### config.mk
export PLATFORM = sky130hd
export DESIGN_NAME = delay_tap_controller_flat
export DESIGN_NICKNAME = d
export VERILOG_FILES = /design/src/rtl/delay_line_pkg.sv /design/src/rtl/delay_tap_controller_if.sv /design/src/rtl/delay_tap_controller_fill_counter.sv /design/src/rtl/delay_tap_controller.sv /design/src/flat_wrapper.sv
export SDC_FILE = /design/constraint.sdc
export NUM_CORES = 1
export LEC_CHECK = 0
export ABC_AREA = 1
export BUFFER_PORTS_ARGS = -buffer_cell sky130_fd_sc_hd__buf_2
export CORE_ASPECT_RATIO = 0.8
export CORE_MARGIN = 2
export CORE_UTILIZATION = 57
export DETAILED_ROUTE_END_ITERATION = 7
export GPL_TIMING_DRIVEN = 0
export PLACE_DENSITY = 0.89
export SLEW_MARGIN = 0
export SYNTH_ARGS = -nofsm -noshare
export SYNTH_HDL_FRONTEND = slang
export SYNTH_SLANG_ARGS = --single-unit
export TNS_END_PERCENT = 20
### constraint.sdc
create_clock -name clock -period 3.3 [get_ports clock]
set_clock_uncertainty 0.15 [all_clocks]
set_input_delay 0.33 -clock clock [delete_from_list [all_inputs] [get_ports clock]]
set_output_delay 0.33 -clock clock [all_outputs]
set_load 0.05 [all_outputs]
### src/rtl/delay_line_pkg.sv
// Shared constants and types for the fixed-depth delay-line bank (30/45/60/90 taps)
// and its controller.
package delay_line_pkg;
  localparam int unsigned NUM_TAPS  = 4;
  localparam int unsigned MAX_DEPTH = 90;
  localparam int unsigned DEPTH [NUM_TAPS] = '{30, 45, 60, 90};

  typedef enum logic [1:0] {FILL, RUN, SWITCH, FLUSH} state_t;
  typedef logic [1:0] tap_idx_t;

  // Out-of-range indices map to the deepest line so "full" is never claimed early.
  function automatic int unsigned depth_of(input int unsigned idx);
    if (idx >= NUM_TAPS) return MAX_DEPTH;
    return DEPTH[idx[1:0]];
  endfunction
endpackage

### src/rtl/delay_tap_controller_if.sv
// Tap-change request handshake between pin logic and the delay-tap controller.
interface delay_tap_controller_if #(parameter int TAP_W = 2);
  logic             sel_req_valid;
  logic [TAP_W-1:0] sel_req_tap;
  logic             sel_req_ready;
  logic             err_bad_tap;

  modport master (output sel_req_valid, sel_req_tap, input sel_req_ready, err_bad_tap);
  modport slave  (input sel_req_valid, sel_req_tap, output sel_req_ready, err_bad_tap);
endinterface

### src/rtl/delay_tap_controller_fill_counter.sv
// Saturating count of samples shifted into the bank since the last clear,
// with a compare against the depth of the currently selected line.
module delay_fill_counter #(
  parameter int          CNT_W = 7,
  parameter int unsigned MAX   = 90
) (
  input  logic             clock,
  input  logic             reset,
  input  logic             clear,
  input  logic             en,
  input  logic [CNT_W-1:0] depth,
  output logic [CNT_W-1:0] cnt,
  output logic             full
);
  localparam logic [CNT_W-1:0] CAP = CNT_W'(MAX);

  always_ff @(posedge clock or posedge reset) begin
    if (reset)                  cnt <= '0;
    else if (clear)             cnt <= '0;
    else if (en && cnt != CAP)  cnt <= cnt + CNT_W'(1);
  end

  assign full = (cnt >= depth);
endmodule

### src/rtl/delay_tap_controller.sv
// Delay-line bank controller: shift gating, fill tracking, guarded tap switching, flush.
// Optional TAP_SWEEP_EN adds sweep_en / SWEEP_PERIOD for automatic round-robin tap sweeping.
module delay_tap_controller #(
  parameter int NUM_TAPS = delay_line_pkg::NUM_TAPS,
  parameter int TAP_W    = 2,
  parameter int CNT_W    = 7,
  parameter int GUARD    = 2
`ifdef TAP_SWEEP_EN
  , parameter int SWEEP_PERIOD = 256
`endif
) (
  input  logic             clock,
  input  logic             reset,
  input  logic             sample_valid,
`ifdef TAP_SWEEP_EN
  input  logic             sweep_en,
`endif
  input  logic             flush_req,
  delay_tap_controller_if.slave req,
  output logic             line_en,
  output logic             line_clear,
  output logic [TAP_W-1:0] tap_sel,
  output logic             primed,
  output logic             out_valid,
  output logic [CNT_W-1:0] fill_cnt
);
  import delay_line_pkg::*;

  state_t           state, nxt;
  logic [2:0]       guard_cnt;
  logic             accept, bad_tap, take_ext, take_sweep, sweep_fire, full;
  logic [TAP_W-1:0] tap_nxt, tap_inc;
  logic [CNT_W-1:0] depth;

  assign line_en           = sample_valid && (state != FLUSH);
  assign req.sel_req_ready = (state == FILL) || (state == RUN);
  assign accept            = req.sel_req_valid && req.sel_req_ready;
  assign bad_tap           = {1'b0, req.sel_req_tap} >= NUM_TAPS[TAP_W:0];
  assign take_ext          = accept && !bad_tap;
  assign take_sweep        = sweep_fire && !accept && !flush_req;
  assign tap_inc           = (tap_sel == TAP_W'(NUM_TAPS - 1)) ? '0 : tap_sel + TAP_W'(1);
  assign tap_nxt           = take_ext ? req.sel_req_tap : tap_inc;
  assign depth             = CNT_W'(depth_of(32'(tap_sel)));

  delay_fill_counter #(.CNT_W(CNT_W), .MAX(MAX_DEPTH)) u_fill (
    .clock (clock),
    .reset (reset),
    .clear (flush_req),
    .en    (line_en),
    .depth (depth),
    .cnt   (fill_cnt),
    .full  (full)
  );

`ifdef TAP_SWEEP_EN
  localparam int SW_W = $clog2(SWEEP_PERIOD + 1);
  logic [SW_W-1:0] sweep_cnt;
  logic            sweep_step;

  assign sweep_step = sweep_en && (state == RUN) && line_en;
  assign sweep_fire = sweep_step && (sweep_cnt == SW_W'(SWEEP_PERIOD - 1));

  // External accepts and flushes restart the sweep period.
  always_ff @(posedge clock or posedge reset) begin
    if (reset)                                   sweep_cnt <= '0;
    else if (flush_req || accept || sweep_fire)  sweep_cnt <= '0;
    else if (sweep_step)                         sweep_cnt <= sweep_cnt + SW_W'(1);
  end
`else
  assign sweep_fire = 1'b0;
`endif

  // Flush outranks everything; a request accepted alongside it only moves tap_sel.
  always_comb begin
    nxt = state;
    if (flush_req) nxt = FLUSH;
    else begin
      case (state)
        FLUSH:    nxt = FILL;
        FILL:     if (take_ext || take_sweep) nxt = SWITCH;
                  else if (full)              nxt = RUN;
        RUN:      if (take_ext || take_sweep) nxt = SWITCH;
        SWITCH:   if (guard_cnt <= 3'd1)      nxt = full ? RUN : FILL;
        default:  nxt = FILL;
      endcase
    end
  end

  always_ff @(posedge clock or posedge reset) begin
    if (reset) begin
      state           <= FILL;
      tap_sel         <= '0;
      guard_cnt       <= '0;
      line_clear      <= 1'b0;
      primed          <= 1'b0;
      out_valid       <= 1'b0;
      req.err_bad_tap <= 1'b0;
    end else begin
      state           <= nxt;
      line_clear      <= flush_req;
      primed          <= (nxt == RUN);
      out_valid       <= line_en && (nxt == RUN);
      req.err_bad_tap <= accept && bad_tap;
      if (take_ext || take_sweep) tap_sel <= tap_nxt;
      if (nxt == SWITCH && state != SWITCH) guard_cnt <= 3'(GUARD);
      else if (state == SWITCH)             guard_cnt <= guard_cnt - 3'd1;
    end
  end
endmodule

### src/flat_wrapper.sv
// flat-port wrapper written by rule: the top's interface ports become plain ports
module delay_tap_controller_flat import delay_line_pkg::*;
#(
  parameter int NUM_TAPS = delay_line_pkg::NUM_TAPS,
  parameter int TAP_W    = 2,
  parameter int CNT_W    = 7,
  parameter int GUARD    = 2

)
  (clock, reset, sample_valid, flush_req, line_en, line_clear, tap_sel, primed, out_valid, fill_cnt, req_sel_req_valid, req_sel_req_tap, req_sel_req_ready, req_err_bad_tap);
  delay_tap_controller_if #(.TAP_W(TAP_W)) req_i ();
  input  logic clock;
  input  logic reset;
  input  logic sample_valid;
  input  logic flush_req;
  output logic line_en;
  output logic line_clear;
  output logic [TAP_W-1:0] tap_sel;
  output logic primed;
  output logic out_valid;
  output logic [CNT_W-1:0] fill_cnt;
  input wire logic [$bits(req_i.sel_req_valid)-1:0] req_sel_req_valid;
  input wire logic [$bits(req_i.sel_req_tap)-1:0] req_sel_req_tap;
  output wire logic [$bits(req_i.sel_req_ready)-1:0] req_sel_req_ready;
  output wire logic [$bits(req_i.err_bad_tap)-1:0] req_err_bad_tap;
  assign req_i.sel_req_valid = req_sel_req_valid;
  assign req_i.sel_req_tap = req_sel_req_tap;
  assign req_sel_req_ready = req_i.sel_req_ready;
  assign req_err_bad_tap = req_i.err_bad_tap;
  delay_tap_controller #(.NUM_TAPS(NUM_TAPS), .TAP_W(TAP_W), .CNT_W(CNT_W), .GUARD(GUARD)) u_core (.clock(clock), .reset(reset), .sample_valid(sample_valid), .flush_req(flush_req), .req(req_i), .line_en(line_en), .line_clear(line_clear), .tap_sel(tap_sel), .primed(primed), .out_valid(out_valid), .fill_cnt(fill_cnt));
endmodule
==> Implementation_results.wiki, run 1 <==
{| class="wikitable"
! Metric !! Value
|-
| Status || finished clean
|-
| Area of the die || ~2300 sq um
|-
| Leakage || a little under 0.0008 uW
|-
| Routability Congestion || 0.784
|-
| Number of buffers on the longest clock path || 2
|-
| Crit. End Element || flop
|-
| Layout fillers || roughly 160
|-
| Postcts setup bufs || 0
|-
| Syn avg cell area || 8.03 sq um
|-
| Routed via count || 983
|-
| Cell taking the most area after synthesis || sky130_fd_sc_hd__dfrtp_1
|-
| Horizontal extent of the die || around 53 um
|-
| Sum of negative setup slack || 0 ns
|-
| Area of the multi-input gates || between 500 and 600 sq um
|-
| Share of cells above drive strength 1 || between 20% and 30%
|-
| Initial Util || 59.4%
|-
| Synthesized cell area || 1090 sq um
|-
| Vias per cell || around 5.3
|-
| Required time of the worst setup path || 3.39 ns
|-
| Count of inserted antenna diode cells || 0
|-
| Final Hold Fails || 0
|-
| NumNets Final || ~180
|-
| Number of instances in the synthesized netlist || ~140
|-
| Fmax achieved || 0.528 GHz
|-
| Type of the worst setup path || flop to flop
|-
| Mean routed wirelength per cell || roughly 13 um
|-
| Number of global-route vias before repair || 886
|-
| Placed instance count || 180
|-
| Type of the tightest min-delay check || primary input to flop
|-
| Critical path peak fanout || 4
|-
| Height of the die || between 40 and 50 um
|-
| Antenna Nets Post-Route || 0
|-
| Final min period || about 1.9 ns
|-
| Worst Max-Slew Pin Slew || roughly 0.65 ns
|-
| Final setup violation count || 0
|-
| Distinct cells, synth || 23
|-
| Final Total Pwr || ~680 uW
|-
| Number of warnings printed during yosys synthesis || 0
|-
| Number of antenna violations at the first check in global routing || 0
|-
| Setup repair after global routing missed its margin || false
|-
| IO Pins || 22
|-
| Worst rel slew slack || a little under three fifths
|-
| Floorplan row count || 14
|-
| Final Non-Filler Cells || roughly 190
|-
| Post-detailed-placement half-perimeter wirelength || between 1500 and 2000 um
|-
| GR Overflow Total || 0
|-
| Clock buffer count from CTS || 3
|-
| Storage element area || 425 sq um
|-
| Total length of routed wires || 2380 um
|-
| Number of clock sinks || 17
|-
| Aggregate global-route resource usage || 23.5%
|-
| Area grow syn2layout || 15.3%
|-
| Clock latency of the later-clocked register in the worst-skew pair || 0.30 ns
|-
| Core footprint || between 1500 and 2000 sq um
|-
| Buffer cell driving the clock tree root || sky130_fd_sc_hd__clkbuf_4
|-
| Areal power density over the cells || roughly 540 nW/um^2
|-
| Top cells by area, synth || sky130_fd_sc_hd__dfrtp_1 (39%), sky130_fd_sc_hd__ha_1 (14%), sky130_fd_sc_hd__nand2_1 (11%)
|-
| Most used cells in the layout excluding fill and tap cells || sky130_fd_sc_hd__nand2_1 (32), sky130_fd_sc_hd__inv_1 (22), sky130_fd_sc_hd__buf_2 (20), sky130_fd_sc_hd__dfrtp_1 (17), sky130_fd_sc_hd__nor2_1 (13)
|-
| Pin count of the biggest net entering global routing || 18
|-
| Most frequent standard cell in the layout excluding fill and tap cells || sky130_fd_sc_hd__nand2_1
|-
| Depth of the CTS H-tree || 1
|-
| Port buffer count || 20
|-
| Startpoint class of the critical path || flop
|-
| Sequential element share of the synthesized area || between 30 and 40%
|-
| First-pass GRT wire length || roughly 3800 um
|-
| Area share of the largest cell type after synthesis || 38.9%
|-
| Max-cap check violation count || 0
|-
| Critical Path AT || about 2.0 ns
|-
| Clock-pin slew reported for the worst setup and hold paths after clock tree synthesis || between 0.1 and 0.15 ns
|-
| Remaining design rule violation count || 0
|-
| Post-route fraction of the period consumed by the critical path || a little under three fifths
|-
| Count of state elements after synthesis || 17
|-
| Mapped Nets || ~160
|-
| Max-slew violation count || 0
|-
| TritonCTS clock tree || built
|-
| Max IR drop VDD || about 0.37 mV
|-
| Iteration count of the initial detailed-routing pass || 4
|-
| Starting DRT DRC Count || 25
|}
-- report_power, final --
part	internal [uW]	switching (uW)	total, uW
combinational	92.0	192	284
sequential	242	36.3	278
clock	45.1	72.1	117
-- flip-flops by register name, indices dropped and copies added, names as in the netlist --
signal             count
u_core.guard_cnt       3
u_core.line_clear      1
u_core.out_valid       1
u_core.primed          1
u_core.state           2
u_core.tap_sel         2
u_core.u_fill.cnt      7
-- cell families after synthesis --
group,after synthesis,share of synthesized area [%]
buffers and inverters,27,10.1
and+or+nand+nor,62,25.4
xor gates and xnor gates,4,3.21
AOI/OAI and AO/OA,13,8.25
DFF,17,38.9
other,1,0.343
adders and majority gates,12,13.7
-- cell usage after synthesis (all sizes together) --
cell    count
o21ai       5
o22ai       1
a21o        1
nand3       9
nand2      33
conb        1
dfrtp      17
xnor2       1
nor2       15
inv        26
nand4       5
buf         1
xor2        3
ha         12
o21bai      1
a21oi       5
-- worst max-delay path, stage by stage, from the launching register on --
cell	delay (ns)
sky130_fd_sc_hd__dfrtp_1	0.43
sky130_fd_sc_hd__ha_1	0.31
sky130_fd_sc_hd__inv_1	0.04
sky130_fd_sc_hd__ha_1	0.27
sky130_fd_sc_hd__nand2_1	0.05
sky130_fd_sc_hd__inv_1	0.04
sky130_fd_sc_hd__nand2_1	0.04
sky130_fd_sc_hd__nand2_1	0.06
sky130_fd_sc_hd__nand2_1	0.05
sky130_fd_sc_hd__nand2_1	0.06
sky130_fd_sc_hd__nand3_1	0.10
sky130_fd_sc_hd__nand2_1	0.08
sky130_fd_sc_hd__nand2_1	0.07
sky130_fd_sc_hd__nor2_1	0.09
-- per-stage QoR --
step / area (sq um) / setup slack [ns] / hold WS [ns] / utilization [%]
floorplan: 1090 / 1.24 / 0.106 / -
global placement: 1220 / 1.49 / 0.289 / 66.5
detailed placement: 1220 / 1.42 / 0.291 / 66.5
CTS: 1260 / 1.39 / 0.0836 / 68.5
global route: 1260 / 1.22 / 0.0814 / 68.5
finish: 1260 / 1.40 / 0.0807 / 68.5
-- layer usage --
layer	wire length (um)	part of all wire, %	GRT usage (%)	vias up
met1	996	42	30.3	449
met5	0	0	0	-
met2	1170	49	39.8	50
li1	-	-	-	480
met3	183	7.7	3.87	4
met4	26	1.1	7.69	0
-- path summary, 6_finish.rpt --
path | from | end | slack, ns | depth (start not counted)
worst max-delay path | u_core.tap_sel[0] | u_core.out_valid | 1.40 | 13
worst min-delay path | req_sel_req_tap[0] | u_core.tap_sel[0] | 0.08 | 3
worst max register to register | u_core.tap_sel[0] | u_core.out_valid | 1.40 | 13
worst min register to register | u_core.guard_cnt[0] | u_core.guard_cnt[0] | 0.39 | 1
max in group asynchronous | reset | u_core.u_fill.cnt[3] | 2.08 | 3
min in group asynchronous | reset | u_core.state[1] | 0.51 | 3
-- cell type report --
cell class | count | share of cell area, %
Buffer | 1 | 0.596
Multi-Input combinational cell | 92 | 44.2
Clock buffer | 3 | 1.79
Tap cell | 24 | 2.38
Clock inverter | 1 | 0.397
Timing Repair Buffer | 21 | 8.74
Inverter | 26 | 8.14
Sequential cell | 17 | 33.8
-- what timing repair did --
item                                    4_1_cts  5_1_grt
gates resized for setup                       0        0
endpoints found under the hold margin        17        0
hold buffers                                  1        0
endpoints found under the setup margin        0        0
(Power assumes the default switching activity.)
==> run 2: changes to the inputs <==
CORE_UTILIZATION = 53   (was 57)
PLACE_DENSITY = 0.84   (was 0.89)
clock period = 1.85 ns   (was 3.3 ns; I/O delays follow)
==> Implementation_results.wiki, run 2 (synthesis results as in run 1) <==
{| class="wikitable"
! Metric !! Value
|-
| Status || finished clean
|-
| Max-slew violation count || 0
|-
| Vias per cell || slightly above 5
|-
| Final Hold Fails || 0
|-
| Routed via count || just under 1000
|-
| Post-route fraction of the period consumed by the critical path || 98.1%
|-
| Cell breakdown of the critical path || ha_1, inv_1, ha_1, a21o_1, nor2_1, nand2_1, nand3_2, nand2_1, nand2_1, nor2_1
|-
| Aggregate global-route resource usage || about 22%
|-
| Initial Util || a little under three fifths
|-
| Max IR drop VDD || around 0.75 mV
|-
| Total length of routed wires || about 2300 um
|-
| Area of the multi-input gates || around 600 sq um
|-
| Mean routed wirelength per cell || around 12 um
|-
| Iteration count of the initial detailed-routing pass || 4
|-
| Port buffer count || 20
|-
| Antenna Nets Post-Route || 0
|-
| Share of cells above drive strength 1 || 26.2%
|-
| Count of inserted antenna diode cells || 0
|-
| Areal power density over the cells || about 960 nW/um^2
|-
| Register with the most flip-flops || u_core.u_fill.cnt
|-
| Type of the worst setup path || flop to flop
|-
| Critical path peak fanout || 4
|-
| Flip-flop count of the largest register after layout || 7
|-
| Clock-pin slew reported for the worst setup and hold paths after clock tree synthesis || 0.10 ns
|-
| Util after Layout || approximately 69%
|-
| Required time of the worst setup path || ~1.9 ns
|-
| Worst rel slew slack || 56.2%
|-
| Starting DRT DRC Count || 27
|-
| IO Pins || 22
|-
| Placed instance count || 180
|-
| Floorplan row count || 14
|-
| Sum of negative setup slack || 0 ns
|-
| Startpoint class of the critical path || flop
|-
| Post-route cell area || between 1000 and 1500 sq um
|-
| Worst path max stage delay || roughly 0.46 ns
|-
| Height of the die || roughly 45 um
|-
| Number of antenna violations at the first check in global routing || 0
|-
| Area grow syn2layout || 21.2%
|-
| Final Non-Filler Cells || approximately 190
|-
| Largest registers ranked by flip-flop count || u_core.u_fill.cnt (7), u_core.guard_cnt (3)
|-
| Category of cells accounting for the largest share of critical-path delay || flip-flops
|-
| Worst Max-Slew Pin Slew || 0.657 ns
|-
| Worst hold slack || 0.0121 ns
|-
| Clock latency of the later-clocked register in the worst-skew pair || ~0.29 ns
|-
| Final setup violation count || 0
|-
| TritonCTS clock tree || built
|-
| Pin count of the biggest net entering global routing || 18
|-
| Dominant cell type by count on the critical path || sky130_fd_sc_hd__nand2_1
|-
| Worst Path Buf+Inv || 1
|-
| Remaining design rule violation count || 0
|-
| Number of buffers on the longest clock path || 2
|-
| Number of clock sinks || 17
|-
| Clock buffer count from CTS || 3
|-
| Area of the die || between 2000 and 2500 sq um
|-
| NumNets Final || 184
|-
| Number of global-route vias before repair || 879
|-
| Routability Congestion || between 0.8 and 0.9
|-
| Leakage || about 0.0008 uW
|-
| Critical Path AT || between 1.5 and 2 ns
|-
| First-pass GRT wire length || roughly 3800 um
|-
| Type of the tightest min-delay check || primary input to flop
|-
| Depth of the CTS H-tree || 1
|-
| Setup repair after global routing missed its margin || true
|-
| Final min period || ~1.8 ns
|-
| Most frequent standard cell in the layout excluding fill and tap cells || sky130_fd_sc_hd__nand2_1
|-
| Horizontal extent of the die || 54.8 um
|-
| Crit. End Element || flop
|-
| GR Overflow Total || 0
|-
| Storage element area || approximately 430 sq um
|-
| Total placed instance area || approximately 1200 sq um
|-
| Postcts setup bufs || 0
|-
| Post-detailed-placement half-perimeter wirelength || 1760 um
|-
| Max-cap check violation count || 0
|-
| Fmax achieved || roughly 0.55 GHz
|-
| Buffer cell driving the clock tree root || sky130_fd_sc_hd__clkbuf_4
|-
| Cell type of the slowest stage on the worst timing path || sky130_fd_sc_hd__dfrtp_2
|-
| Core footprint || ~1900 sq um
|-
| Most used cells in the layout excluding fill and tap cells || sky130_fd_sc_hd__nand2_1 (32), sky130_fd_sc_hd__inv_1 (20), sky130_fd_sc_hd__buf_2 (20), sky130_fd_sc_hd__dfrtp_1 (14), sky130_fd_sc_hd__nor2_1 (13)
|-
| Register-to-register path setup slack || 0.03 ns
|-
| Layout fillers || around 150
|}
==> run 2: timing repair <==
| item | in CTS | in global routing |
|---|---|---|
| resized for setup | 0 | 3 |
| hold endpoints to repair | 20 | 0 |
| hold buffers | 4 | 0 |
| setup endpoints to repair | 0 | 2 |
==> run 2: cell type report <==
class | instances | share of cell area (%)
clock buffer | 3 | 1.70
timing repair buffer | 24 | 10.6
sequential | 17 | 32.4
buffer | 1 | 0.567
clock inverter | 1 | 0.378
inverter | 26 | 7.75
multi-input combinational | 92 | 44.3
tap | 24 | 2.27
==> run 2: tightest hold or removal path, stage by stage <==
cell and delay [ns]:
sky130_fd_sc_hd__buf_2 0.08, sky130_fd_sc_hd__inv_1 0.06, sky130_fd_sc_hd__nor2_1 0.10
==> run 2: metrics by stage <==
stage | total power, uW | worst slack [ns]
2_1_floorplan | 909 | -0.0316
4_1_cts | 1250 | 0.0157
5_1_grt | 1370 | -0.0626
6_report | 1270 | 0.0349
3_5_place_dp | 1040 | 0.0285
3_3_place_gp | 1000 | 0.0455
==> run 2: layer usage <==
metal  track usage (%)  wire, um
met1              31.2      1080
met2              34.0      1100
met3              2.36       120
met4              8.50        23
met5                 0         0
==> run 2: worst paths after layout <==
kind	startpoint	depth (start not counted)	to
setup / recovery	u_core.tap_sel[0]	10	u_core.out_valid
hold / removal	sample_valid	3	u_core.out_valid
setup reg to reg	u_core.tap_sel[0]	10	u_core.out_valid
hold reg to reg	u_core.guard_cnt[0]	1	u_core.guard_cnt[0]
max in group asynchronous	reset	3	u_core.tap_sel[1]
min in group asynchronous	reset	3	u_core.u_fill.cnt[3]
==> run 2: where the power goes <==
part | switching, uW | internal (uW) | total, uW
Clock | 122 | 80.3 | 203
Sequential | 70.8 | 435 | 506
Combinational | 363 | 196 | 558
Total | 556 | 711 | 1270
==> run 3: changes to the inputs <==
CAP_MARGIN = 30   (was default)
CORE_UTILIZATION = 56   (was 53)
CTS_BUF_LIST = sky130_fd_sc_hd__clkbuf_4 sky130_fd_sc_hd__clkbuf_8   (was default)
PLACE_DENSITY = 0.81   (was 0.84)
==> Implementation_results.wiki, run 3 (synthesis results as in run 1) <==
{| class="wikitable"
! Metric !! Value
|-
| Horizontal extent of the die || ~53 um
|-
| Destination of the worst hold path || u_core.out_valid
|-
| Max-slew violation count || 0
|-
| Required time of the worst setup path || 1.94 ns
|-
| Layout fillers || 152
|-
| Height of the die || approximately 44 um
|-
| Worst R2R Start || u_core.tap_sel[0]
|-
| Power share of the combinational group || roughly 45%
|-
| Port buffer count || 20
|-
| Startpoint class of the critical path || flop
|-
| Post-route cell area || 1340 sq um
|-
| Final Total Pwr || 1280 uW
|-
| Final setup violation count || 0
|-
| TritonCTS clock tree || built
|-
| Storage element area || 429 sq um
|-
| Slack of the critical path || 0.0242 ns
|-
| Post-route fraction of the period consumed by the critical path || a little over nine tenths
|-
| Initial Util || 58.8%
|-
| Count of inserted antenna diode cells || 0
|-
| Vias per cell || 5.04
|-
| Routed via count || between 900 and 1000
|-
| Clock latency of the later-clocked register in the worst-skew pair || just under 0.3 ns
|-
| Leakage || 0.000777 uW
|-
| Worst hold path depth || 3
|-
| Worst setup timing slack at the placement stage || -0.0378 ns
|-
| Critical path peak fanout || 4
|-
| Util after Layout || roughly 72%
|-
| Type of the worst setup path || flop to flop
|-
| Floorplan row count || 14
|-
| Antenna Nets Post-Route || 0
|-
| Most frequent standard cell in the layout excluding fill and tap cells || sky130_fd_sc_hd__nand2_1
|-
| Clock buffer count from CTS || 3
|-
| Aggregate global-route resource usage || around 22%
|-
| Remaining design rule violation count || 0
|-
| Highest routed layer || met4
|-
| Number of clock sinks || 17
|-
| Setup repair after global routing missed its margin || true
|-
| Largest registers ranked by flip-flop count || u_core.u_fill.cnt (7), u_core.guard_cnt (3)
|-
| Flip-flop count of the largest register after layout || 7
|-
| Buffer cell driving the clock tree root || sky130_fd_sc_hd__clkbuf_4
|-
| Net switching power of the design || ~560 uW
|-
| Max-cap check violation count || 0
|-
| Sw frac || between 40% and 50%
|-
| Number of antenna violations at the first check in global routing || 0
|-
| Final Hold Fails || 0
|-
| Postcts setup bufs || 0
|-
| Share of cells above drive strength 1 || 30.5%
|-
| Worst Max-Slew Pin Slew || roughly 0.63 ns
|-
| Area of the multi-input gates || roughly 600 sq um
|-
| Starting DRT DRC Count || 27
|-
| Areal power density over the cells || 958 nW/um^2
|-
| Depth of the CTS H-tree || 1
|-
| Area of the die || about 2300 sq um
|-
| IO Pins || 22
|-
| Capture instance of the worst register-to-register path || u_core.out_valid
|-
| Routability Congestion || ~0.79
|-
| Source of the worst hold timing path || sample_valid
|-
| Met3 Routed Length || about 87 um
|-
| Internal power || about 700 uW
|-
| Iteration count of the initial detailed-routing pass || 4
|-
| Number of buffers on the longest clock path || 2
|-
| Mean routed wirelength per cell || approximately 12 um
|-
| Crit. End Element || flop
|-
| Register with the most flip-flops || u_core.u_fill.cnt
|-
| GR Overflow Total || 0
|-
| Number of global-route vias before repair || about 850
|-
| Total met2 wirelength after detailed routing || roughly 1100 um
|-
| Final min period || ~1.8 ns
|-
| Area grow syn2layout || 22.6%
|-
| Fmax achieved || 0.548 GHz
|-
| Worst rel slew slack || approximately 58%
|-
| Post-detailed-placement half-perimeter wirelength || 1720 um
|-
| Pin count of the biggest net entering global routing || 18
|-
| Clock power share || 15.8%
|-
| Number of cells on the worst reg-to-reg path || 13
|-
| Met1 Routed Length || 1130 um
|-
| NumNets Final || between 150 and 200
|-
| Type of the tightest min-delay check || primary input to flop
|-
| Clock-pin slew reported for the worst setup and hold paths after clock tree synthesis || 0.10 ns
|-
| Register-to-register path setup slack || between 0.02 and 0.025 ns
|-
| Most used cells in the layout excluding fill and tap cells || sky130_fd_sc_hd__nand2_1 (28), sky130_fd_sc_hd__buf_2 (20), sky130_fd_sc_hd__inv_1 (19), sky130_fd_sc_hd__dfrtp_1 (14), sky130_fd_sc_hd__nor2_1 (12)
|-
| First-pass GRT wire length || 3750 um
|-
| Critical Path AT || around 1.9 ns
|-
| Total length of routed wires || roughly 2300 um
|-
| Worst hold slack || between 0.02 and 0.025 ns
|-
| Status || finished clean
|-
| Max IR drop VDD || around 0.74 mV
|-
| Total placed instance area || 1240 sq um
|-
| Relative contribution of sequential cells to total power || around two fifths
|-
| Core footprint || 1860 sq um
|}
==> run 3: cell count changes in the layout (fill, tap and decap cells not counted) <==
| cell | change |
|---|---|
| sky130_fd_sc_hd__nand2_2 | +4 |
| sky130_fd_sc_hd__ha_2 | +1 |
| sky130_fd_sc_hd__inv_1 | -1 |
| sky130_fd_sc_hd__inv_2 | +1 |
| sky130_fd_sc_hd__nand2_1 | -4 |
| sky130_fd_sc_hd__nor2_2 | +1 |
| sky130_fd_sc_hd__nor2_1 | -1 |
| sky130_fd_sc_hd__ha_1 | -1 |
==> run 3: worst max path at each step <==
stage / cells past startpoint / startpoint / end
3_3_place_gp: 13 / u_core.tap_sel[0] / u_core.out_valid
6_report: 13 / u_core.tap_sel[0] / u_core.out_valid
3_5_place_dp: 10 / u_core.tap_sel[0] / u_core.out_valid
5_1_grt: 13 / u_core.tap_sel[0] / u_core.out_valid
2_1_floorplan: 14 / u_core.tap_sel[1] / u_core.out_valid
4_1_cts: 13 / u_core.tap_sel[0] / u_core.out_valid
==> run 3: worst max-delay path: stages, from the launching register on <==
cell	delay, ns
sky130_fd_sc_hd__dfrtp_2	0.46
sky130_fd_sc_hd__ha_4	0.28
sky130_fd_sc_hd__inv_2	0.04
sky130_fd_sc_hd__ha_4	0.24
sky130_fd_sc_hd__nand2_2	0.04
sky130_fd_sc_hd__inv_2	0.04
sky130_fd_sc_hd__nand2_2	0.03
sky130_fd_sc_hd__nand2_1	0.05
sky130_fd_sc_hd__nand2_1	0.04
sky130_fd_sc_hd__nand2_1	0.07
sky130_fd_sc_hd__nand3_2	0.08
sky130_fd_sc_hd__nand2_2	0.08
sky130_fd_sc_hd__nand2_2	0.07
sky130_fd_sc_hd__nor2_2	0.08
==> run 3: per-layer routing <==
metal / global-route usage (%) / up-vias
met5: 0 / -
met4: 8.72 / 0
met3: 3.45 / 4
met2: 34.1 / 25
met1: 32.4 / 435
li1: - / 484
==> run 3: cell type report <==
class,instances,share of cell area [%]
Multi-Input combinational cell,92,45.0
Sequential cell,17,32.1
Timing Repair Buffer,24,10.5
Inverter,26,7.66
Tap cell,24,2.24
Clock buffer,3,1.68
Buffer,1,0.561
Clock inverter,1,0.374
==> run 3: what timing repair did <==
action	CTS	global route
resized for setup	7	3
hold buffers	4	0
gates cloned	0	0
hold endpoints to repair	20	0
endpoints found under the setup margin	2	2
pin swaps	5	4
==> run 3: stage by stage <==
step / std cells / TNS [ns]
CTS: 188 / -0.0234
floorplan: 136 / -0.0567
detailed placement: 180 / -0.0585
finish: 188 / 0
global placement: 180 / 0
global route: 188 / -0.172
==> run 3: power groups by stage <==
stage | sequential, uW | clock [uW] | combinational [uW]
2_1_floorplan | 587 | 0 | 322
3_3_place_gp | 505 | 0 | 498
3_5_place_dp | 511 | 0 | 520
4_1_cts | 506 | 209 | 559
5_1_grt | 517 | 225 | 639
6_report | 508 | 203 | 571
